==> src/rtl/obstacle_field_controller_pkg.sv <==
// Shared constants, FSM state encoding and small helpers for the obstacle field.
package obstacle_field_controller_pkg;

    localparam int COORD_W_DEF   = 10;
    localparam int SCREEN_W_DEF  = 640;
    localparam int OBS_WIDTH_DEF = 30;

    typedef enum logic [1:0] {
        ST_IDLE   = 2'd0,
        ST_RUN    = 2'd1,
        ST_PAUSED = 2'd2
    } state_t;

    // Saturating increment used by the level speed ramp.
    function automatic logic [3:0] speed_step(input logic [3:0] cur, input logic [3:0] max);
        return (cur >= max) ? max : cur + 4'd1;
    endfunction

endpackage

==> src/rtl/obstacle_field_controller_slot.sv <==
// One obstacle channel: holds position/valid, moves left on each tick, retires at the
// left edge or on a hit, and accepts a spawn load while free.
module obstacle_field_controller_slot #(
    parameter int COORD_W  = 10,
    parameter int SCREEN_W = 640
) (
    input  logic               clk,
    input  logic               rst,
    input  logic               tick,
    input  logic [3:0]         speed,
    input  logic               load,
    input  logic [COORD_W-1:0] load_y,
    input  logic               hit,
    output logic [COORD_W-1:0] x,
    output logic [COORD_W-1:0] y,
    output logic               active,
    output logic               hit_evt
);

    logic [COORD_W-1:0] step;

    assign step    = COORD_W'(speed);
    // A hit only counts against a live obstacle on a processing tick.
    assign hit_evt = tick && active && hit;

    // Slot state: hit beats retirement beats movement; load only lands on a free slot.
    always_ff @(posedge clk or negedge rst) begin
        if (!rst) begin
            x      <= '0;
            y      <= '0;
            active <= 1'b0;
        end else if (tick) begin
            if (active) begin
                if (hit) begin
                    active <= 1'b0;
                end else if (x < step) begin
                    active <= 1'b0;
                end else begin
                    x <= x - step;
                end
            end else if (load) begin
                active <= 1'b1;
                x      <= COORD_W'(SCREEN_W);
                y      <= load_y;
            end
        end
    end

endmodule

==> src/rtl/obstacle_field_controller.sv <==
// Multi-slot obstacle controller: run/pause FSM, spawn scheduling onto the lowest free
// slot, level-based speed ramp and packing of per-slot state onto flat output buses.
//
//  state     | meaning
//  ----------+-----------------------------------------------
//  ST_IDLE   | waiting for start, everything at reset values
//  ST_RUN    | game ticks move, retire and spawn obstacles
//  ST_PAUSED | all state frozen until pause drops
module obstacle_field_controller
    import obstacle_field_controller_pkg::*;
#(
    parameter int NUM_OBS     = 4,
    parameter int COORD_W     = COORD_W_DEF,
    parameter int SCREEN_W    = SCREEN_W_DEF,
    parameter int OBS_WIDTH   = OBS_WIDTH_DEF,
    parameter int Y_BASE      = 50,
    parameter int Y_RAND_W    = 8,
    parameter int SPAWN_GAP   = 40,
    parameter int SPEED_INIT  = 2,
    parameter int SPEED_MAX   = 8,
    parameter int LEVEL_TICKS = 600
) (
    input  logic                       clk,
    input  logic                       rst,
    input  logic                       game_en,
    input  logic                       start,
    input  logic                       pause,
    input  logic [15:0]                rand_in,
    input  logic [NUM_OBS-1:0]         hit_in,
    output logic [NUM_OBS*COORD_W-1:0] obs_x,
    output logic [NUM_OBS*COORD_W-1:0] obs_y,
    output logic [NUM_OBS-1:0]         obs_active,
    output logic [COORD_W-1:0]         obs_size,
    output logic [3:0]                 speed,
    output logic                       spawn_pulse,
    output logic                       hit_pulse,
    output logic                       running
);

    localparam int SC_W = (SPAWN_GAP > 1) ? $clog2(SPAWN_GAP) : 1;
    localparam int LV_W = (LEVEL_TICKS > 1) ? $clog2(LEVEL_TICKS) : 1;

    if (NUM_OBS < 1 || NUM_OBS > 8) begin : g_chk_num
        $error("NUM_OBS must be in 1..8");
    end
    if (Y_RAND_W < 1 || Y_RAND_W > 16) begin : g_chk_rand
        $error("Y_RAND_W must be in 1..16");
    end
    if (Y_BASE + (1 << Y_RAND_W) - 1 > (1 << COORD_W) - 1) begin : g_chk_y
        $error("Y_BASE + 2^Y_RAND_W - 1 does not fit COORD_W");
    end
    if (SCREEN_W > (1 << COORD_W) - 1) begin : g_chk_x
        $error("SCREEN_W does not fit COORD_W");
    end

    state_t             state, state_nxt;
    logic               tick;
    logic               spawn_due;
    logic               found;
    logic [NUM_OBS-1:0] slot_active;
    logic [NUM_OBS-1:0] load_vec;
    logic [NUM_OBS-1:0] hit_evt;
    logic [COORD_W-1:0] slot_x [NUM_OBS];
    logic [COORD_W-1:0] slot_y [NUM_OBS];
    logic [COORD_W-1:0] load_y;
    logic [SC_W-1:0]    spawn_cnt;
    logic [LV_W-1:0]    lvl_cnt;
    logic               unused_rand;

    assign tick        = game_en && (state == ST_RUN);
    assign spawn_due   = tick && (spawn_cnt == '0);
    assign load_y      = COORD_W'(Y_BASE) + COORD_W'(rand_in[Y_RAND_W-1:0]);
    assign unused_rand = ^rand_in;
    assign running     = (state == ST_RUN);
    assign obs_size    = COORD_W'(OBS_WIDTH);
    assign obs_active  = slot_active;

    // FSM state register.
    always_ff @(posedge clk or negedge rst) begin
        if (!rst) state <= ST_IDLE;
        else      state <= state_nxt;
    end

    // FSM next-state: IDLE is only left on start and only re-entered through reset.
    always_comb begin
        state_nxt = state;
        case (state)
            ST_IDLE:   if (start)  state_nxt = ST_RUN;
            ST_RUN:    if (pause)  state_nxt = ST_PAUSED;
            ST_PAUSED: if (!pause) state_nxt = ST_RUN;
            default:   state_nxt = ST_IDLE;
        endcase
    end

    // Lowest-index free slot, judged on occupancy at tick start.
    always_comb begin
        load_vec = '0;
        found    = 1'b0;
        for (int i = 0; i < NUM_OBS; i++) begin
            if (!found && !slot_active[i]) begin
                load_vec[i] = 1'b1;
                found       = 1'b1;
            end
        end
        if (!spawn_due) load_vec = '0;
    end

    // Spawn gap down-counter; parks at zero while every slot is busy.
    always_ff @(posedge clk or negedge rst) begin
        if (!rst) begin
            spawn_cnt <= '0;
        end else if (tick) begin
            if (spawn_cnt == '0) begin
                if (|load_vec) spawn_cnt <= SC_W'(SPAWN_GAP - 1);
            end else begin
                spawn_cnt <= spawn_cnt - SC_W'(1);
            end
        end
    end

    // Level counter and speed ramp; the new speed applies from the following tick.
    always_ff @(posedge clk or negedge rst) begin
        if (!rst) begin
            lvl_cnt <= '0;
            speed   <= 4'(SPEED_INIT);
        end else if (tick) begin
            if (lvl_cnt == LV_W'(LEVEL_TICKS - 1)) begin
                lvl_cnt <= '0;
                speed   <= speed_step(speed, 4'(SPEED_MAX));
            end else begin
                lvl_cnt <= lvl_cnt + LV_W'(1);
            end
        end
    end

    // Event strobes, one cycle after the tick that caused them.
    always_ff @(posedge clk or negedge rst) begin
        if (!rst) begin
            spawn_pulse <= 1'b0;
            hit_pulse   <= 1'b0;
        end else begin
            spawn_pulse <= |load_vec;
            hit_pulse   <= |hit_evt;
        end
    end

    for (genvar i = 0; i < NUM_OBS; i++) begin : g_slot
        obstacle_field_controller_slot #(
            .COORD_W  (COORD_W),
            .SCREEN_W (SCREEN_W)
        ) u_slot (
            .clk     (clk),
            .rst     (rst),
            .tick    (tick),
            .speed   (speed),
            .load    (load_vec[i]),
            .load_y  (load_y),
            .hit     (hit_in[i]),
            .x       (slot_x[i]),
            .y       (slot_y[i]),
            .active  (slot_active[i]),
            .hit_evt (hit_evt[i])
        );
        assign obs_x[i*COORD_W +: COORD_W] = slot_x[i];
        assign obs_y[i*COORD_W +: COORD_W] = slot_y[i];
    end

endmodule

==> config.mk <==
export PLATFORM = sky130hd
export DESIGN_NAME = obstacle_field_controller
export DESIGN_NICKNAME = d
export VERILOG_FILES = /design/src/rtl/obstacle_field_controller_pkg.sv /design/src/rtl/obstacle_field_controller_slot.sv /design/src/rtl/obstacle_field_controller.sv
export SDC_FILE = /design/constraint.sdc
export NUM_CORES = 1
export LEC_CHECK = 0
export CAP_MARGIN = 20
export CORE_MARGIN = 5
export CORE_UTILIZATION = 40
export DETAILED_ROUTE_END_ITERATION = 10
export DONT_BUFFER_PORTS = 1
export HOLD_SLACK_MARGIN = 0.03
export PLACE_DENSITY_LB_ADDON = 0.2
export REMOVE_ABC_BUFFERS = 1
export SLEW_MARGIN = 20
export SYNTH_ARGS = -nofsm -noshare
export SYNTH_HDL_FRONTEND = slang
export SYNTH_HIERARCHICAL = 1
export SYNTH_SLANG_ARGS = --single-unit
==> constraint.sdc <==
create_clock -name clk -period 2.4 [get_ports clk]
set_clock_uncertainty 0.15 [all_clocks]
set_input_delay 0.6 -clock clk [delete_from_list [all_inputs] [get_ports clk]]
set_output_delay 0.6 -clock clk [all_outputs]
set_load 0.02 [all_outputs]
Yosys cells after proc, flatten, opt, wreduce, memory -nomap -nowiden
Cells that the tools add are included.
Word-level totals
  register bits: 108
Cells by class
  add/subtract/negate cells: 8
  muxes and demuxes: 47
  equality and inequality tests: 15
  bitwise gates (word level): 4
  reduce and logical (&&, ||, !) cells: 37
  magnitude comparators: 5
Operators with widths (count)
  10-bit two-way mux: 17
  10-bit by 4-bit < comparator with 1-bit output: 4
  10-bit by 4-bit subtractor with 10-bit output: 4
  1-bit two-way mux: 22
  2-bit != test, second input constant: 11
  4-bit AND reduction: 4
  3-bit AND reduction: 5
  1-bit logical AND: 13
  6-bit two-way mux: 2
  10-bit by 1-bit adder with 10-bit output, second input constant: 1
  10-bit equality test, second input constant: 1
  6-bit by 8-bit adder with 9-bit output, first input constant: 1
  4-bit two-way mux: 2
  2-bit nonzero test: 4
  4-bit OR reduction: 2
  6-bit zero test: 1
  2-bit two-way mux: 3
  2-bit one-hot mux with 3 select lines: 1
  6-bit by 1-bit subtractor with 6-bit output, second input constant: 1
  1-bit zero test: 5
  4-bit by 1-bit adder with 4-bit output, second input constant: 1
  4-bit >= comparator, second input constant: 1
  1-bit inverter: 4
  2-bit AND reduction: 2
  4 further kinds: 4

Longest topological paths before layout
  depth in word-level cells: 13
  depth in mapped cells: 12
  depth with buffers taken out: 10

Modules after synthesis
The synthesis kept the hierarchy.
By module, submodules not included
  obstacle_field_controller_slot: cells each 117, area each 1073.5 sq um, times used 4, sequential area each 525.5 sq um
  obstacle_field_controller: cells each 153, area each 1442.6 sq um, times used 1, sequential area each 601.8 sq um

Least setup slack after synthesis
Ideal clock, no wire load.
  kind: register -> register
  start: reg speed[3]
  end: reg g_slot[0].u_slot.x[7]
  data arrival time: 2370 ps
  period minus slack after synthesis: 2679 ps
  stages on the path, launching flop included: 8
  setup time: 158 ps
  data required time: 2092 ps
  buffers on the path: 0
  path slack: -279 ps
  path through: dfrtp_1 inv_1 ha_1 or4_4 or4_4 o21a_4 o32ai_1 a41oi_1
Between the ends
  cells in the longest elaborated chain, start to end: 4
  elaborated cells on any way between the ends: 7
  those cells by class: add/sub (1); order compare (1); eq/ne (1); mux (3); reduce/logical (1)
RTL lines
  start: declaration: line obstacle_field_controller.sv:34  | output logic [3:0] speed,
  start signal: assignment: line obstacle_field_controller.sv:125  | speed <= 4'(SPEED_INIT);
  start signal: assignment: line obstacle_field_controller.sv:129  | speed <= speed_step(speed, 4'(SPEED_MAX));
  10-bit by 4-bit subtractor with 10-bit output: line obstacle_field_controller_slot.sv:39  | x <= x - step;
  10-bit two-way mux: line obstacle_field_controller_slot.sv:36  | end else if (x < step) begin
  10-bit two-way mux: line obstacle_field_controller_slot.sv:34  | if (hit) begin
  10-bit two-way mux: line obstacle_field_controller_slot.sv:33  | if (active) begin
  end signal: assignment: line obstacle_field_controller_slot.sv:39
  end signal: assignment: line obstacle_field_controller_slot.sv:43  | x <= COORD_W'(SCREEN_W);
  end: declaration: line obstacle_field_controller_slot.sv:14  | output logic [COORD_W-1:0] x,
Parallel ways exist; a longest one is shown, timed or not. The select of a mux whose other input is x is not followed.
A chain may end at the register's enable or synchronous reset.

Final worst setup path
  start: reg speed[3]
  end: reg g_slot[1].u_slot.x[5]
Between the ends
  cells in the longest elaborated chain, start to end: 4
  elaborated cells on any way between the ends: 7
  those cells by class: add/sub (1); order compare (1); eq/ne (1); mux (3); reduce/logical (1)
RTL lines (line)
  10-bit by 4-bit subtractor with 10-bit output: obstacle_field_controller_slot.sv:39
  10-bit two-way mux: obstacle_field_controller_slot.sv:36
  10-bit two-way mux: obstacle_field_controller_slot.sv:34
  10-bit two-way mux: obstacle_field_controller_slot.sv:33
  end signal: assignment: obstacle_field_controller_slot.sv:39
  end signal: assignment: obstacle_field_controller_slot.sv:43
  end: declaration: obstacle_field_controller_slot.sv:14
Parallel ways exist; a longest one is shown, timed or not. The select of a mux whose other input is x is not followed.

==> flow_summary.ini <==
[timing]
setup-violations-final = 32
hold_viol = 107
timing.hold.ws_ns = -0.2054
drv_slew = 0
rsz0062_at_grt = true
fmax_mhz = 400.3
fin_ws_ns = -0.09783
layout_min_cycle_time_ns = 2.498
tightest_slew_ns = 0.5395
fin_crit_sh_pct = 104.1
setup_tns_ns = -1.325
relSlewSlack_pct = 63.91

[run]
maxCapViolCount = 0

[placement]
io_buffers = 0
place_inst = 893
gp_congestion = 0.8511
dpl.hpwl_mm = 11.28
place_area_sq_um = 6686

[synthesis]
async_reset_ff_share_pct = 100.0
synthFlopType = dfrtp_1
yosysSeqAreaShare_pct = 47.13
synth.area.mux_share_pct = 1.767
synth.cell_area_sq_um = 5737
synth_cell_type_count = 52
synthAdderAreaFrac_pct = 5.976
synth-compound-area-share_pct = 10.84
yosys.area_share.simple_pct = 27.22
ys_ff_latch = 108
synth_edf_count = 0
syn_area_per_cell_sq_um = 9.238
synth_cells = 621
synth_xor_area_share_pct = 2.748
synth.yosys.warnings = 6
synth_top_family_by_area = simple AND/OR/NAND/NOR gates

[outcome]
status = finished with violations
failed_checks = negative hold slack, negative setup slack

[pwr]
power_mw = 4.463
seq_power_share_pct = 49.6
combinationalPowerShare_pct = 15.7
p_per_area_nw_per_um2 = 594.7
leakage_nw = 3.732
switchingPower_mw = 1.241
p_int_mw = 3.221
swShare_pct = 27.81
pwr-share-clk_pct = 34.8
ir_worst_vdd_v = 0.0003715

[cells_and_area]
final_design_area_no_fill_sq_um = 7503
drive_gt1_share_pct = 29.42
syn_to_final_growth_pct = 30.80
multi_input_area_sq_um = 3178
n_antenna_cell = 0
seqCellArea_sq_um = 2711
fill_cells = 1270
final_cell_mix = 159 x nand2_1, 104 x dfrtp_1, 96 x buf_4
final_common_cell = nand2_1
finalNetCount = 786
instances_no_fill = 921

[clock_tree]
root_buffer = clkbuf_16
htree_levels = 3
cts_num_sinks = 108
clock_latency_ns = 0.35
clock_path_buffers = 2
cts_buffers = 9
clk_pin_slew_ns = 0.07
cts_tree = built

[drt]
drt_iter0_drc = 204
avgViaCountPerCell = 5.257
wl_per_cell_um = 17.09
ant_nets = 0
drc = 0
dr_total_vias = 4842
first_pass_iters = 4
totalWireLength_mm = 15.74

[global_route]
antenna_found_initial = 0
grt_use_total_pct = 18.94
grt_pass1_wl_mm = 25.18
overflow = 0
grt_start_max_net_pins = 109
grt_pass1_vias = 4955

[critical_path]
critical_path.most_common_cell = or4_4
critPathMaxStageDelay_ns = 0.48
endpoint_kind = flip-flop
startpoint_type = flip-flop
path_max_fanout = 5
path_cells = buf_6, inv_4, ha_4, or4_4, or4_4, buf_6, o21ai_4, or4_4, mux2i_1
cp.required_ns = 2.52
crit_end = g_slot[1].u_slot/x[5]
critPathSlowestCell = dfrtp_2
r2r.worst_path.cells = 9
critPathLaunch = speed[3]
critical-path-top-delay-family = simple AND/OR/NAND/NOR gates
arrival_ns = 2.62
crit_buf_inv = 3
reg2reg_slack_ns = -0.1
path_class = flip-flop to flip-flop
r2r-end = g_slot[1].u_slot/x[5]
cp.depth = 9
timing.rr.start = speed[3]

[die]
core_area_sq_um = 13990
num_rows = 43
die_w_um = 129.8
ios = 126
initial_utilization_pct = 41.01
fp.dieH_um = 129.8
die_area_sq_um = 16840

[hold_path]
worstHoldPathType = input pin to async pin
-- cells by family after synthesis --
family	after synthesis
other	2
AOI/OAI and AO/OA	89
xor gates and xnor gates	18
adders and majority gates	25
buffers and inverters	52
and+or+nand+nor	317
DFF	108
muxes	10
-- per-stage QoR --
stage                     util, %  setup slack [ns]
after global routing        53.64           -0.1753
after floorplan                 -           -0.2789
final                       53.64          -0.09783
after detailed placement    47.80           -0.3339
after global placement      47.80           -0.2886
after CTS                   52.50           -0.1626
-- cell type report --
class | count | share of cell area (%)
multi-input combinational | 473 | 42.35
clock inverter | 3 | 0.5836
timing repair buffer | 115 | 12.81
sequential | 108 | 36.13
inverter | 29 | 1.517
tap | 180 | 3.001
clock buffer | 13 | 3.602
-- worst min path at each step --
| stage | cells past startpoint | to | start |
|---|---|---|---|
| CTS | 0 | spawn_pulse | rst |
| global placement | 0 | lvl_cnt[6] | rst |
| detailed placement | 0 | lvl_cnt[8] | rst |
| global route | 0 | g_slot[0].u_slot/x[2] | rst |
| floorplan | 0 | g_slot[0].u_slot/active | rst |
| finish | 0 | g_slot[1].u_slot/x[1] | rst |
-- power groups by stage --
stage	clock network [mW]	registers (mW)	logic, mW
after floorplan	0	2.21	0.388
after global placement	0	2.23	0.627
after detailed placement	0	2.24	0.653
after CTS	1.60	2.21	0.680
after global routing	1.68	2.24	0.769
final	1.55	2.21	0.700
-- layer usage --
layer	part of all wire, %	wire (um)	up-vias	GRT usage (%)
met1	41	6484	2367	22.55
met4	1.8	277	0	6.051
met2	50	7945	117	32.94
met5	0	0	-	0
li1	-	-	2340	-
met3	6.6	1034	18	5.690
-- Yosys cell counts, types with 6 or more instances --
library cell | instances | area share, %
nand2_1 | 159 | 10
dfrtp_1 | 107 | 47
nor2_1 | 37 | 2.4
nand3_1 | 36 | 3.1
inv_1 | 29 | 1.9
o21ai_0 | 24 | 2.1
ha_1 | 21 | 4.6
clkbuf_1 | 12 | 0.79
buf_4 | 10 | 1.3
nand4_1 | 10 | 1.1
nor2b_1 | 10 | 1.1
mux2i_1 | 9 | 1.6
nand2b_1 | 9 | 0.98
or4_4 | 9 | 1.8
xnor2_1 | 9 | 1.4
xor2_1 | 9 | 1.4
o21a_1 | 8 | 1.0
a21oi_1 | 7 | 0.61
a31oi_1 | 7 | 0.76
and3_1 | 7 | 0.76
o31ai_1 | 7 | 0.92
and4_1 | 6 | 0.92
-- what timing repair did --
action,CTS,global route
buffers inserted,6,6
gates cloned,0,0
hold endpoints to repair,108,108
pin swaps,45,25
resized for setup,76,29
setup endpoints to repair,44,83
-- registers in the layout, indices dropped and copies added, names as in the netlist --
name and count:
speed 4, lvl_cnt 10, g_slot.u_slot/active 4, g_slot.u_slot/y 40, state 2, spawn_pulse 1, hit_pulse 1, g_slot.u_slot/x 40
spawn_cnt 6
-- worst register-to-register path, delay by kind of cell, from the launching register on --
family,cells,cell delay (ns)
AO/OA/AOI/OAI,1,0.13
adder cells (fa/ha/maj),1,0.14
buffers and inverters,3,0.32
flip-flops,1,0.48
multiplexers,1,0.18
AND/OR/NAND/NOR,3,1.03
Power figures use the tool's default switching activity.
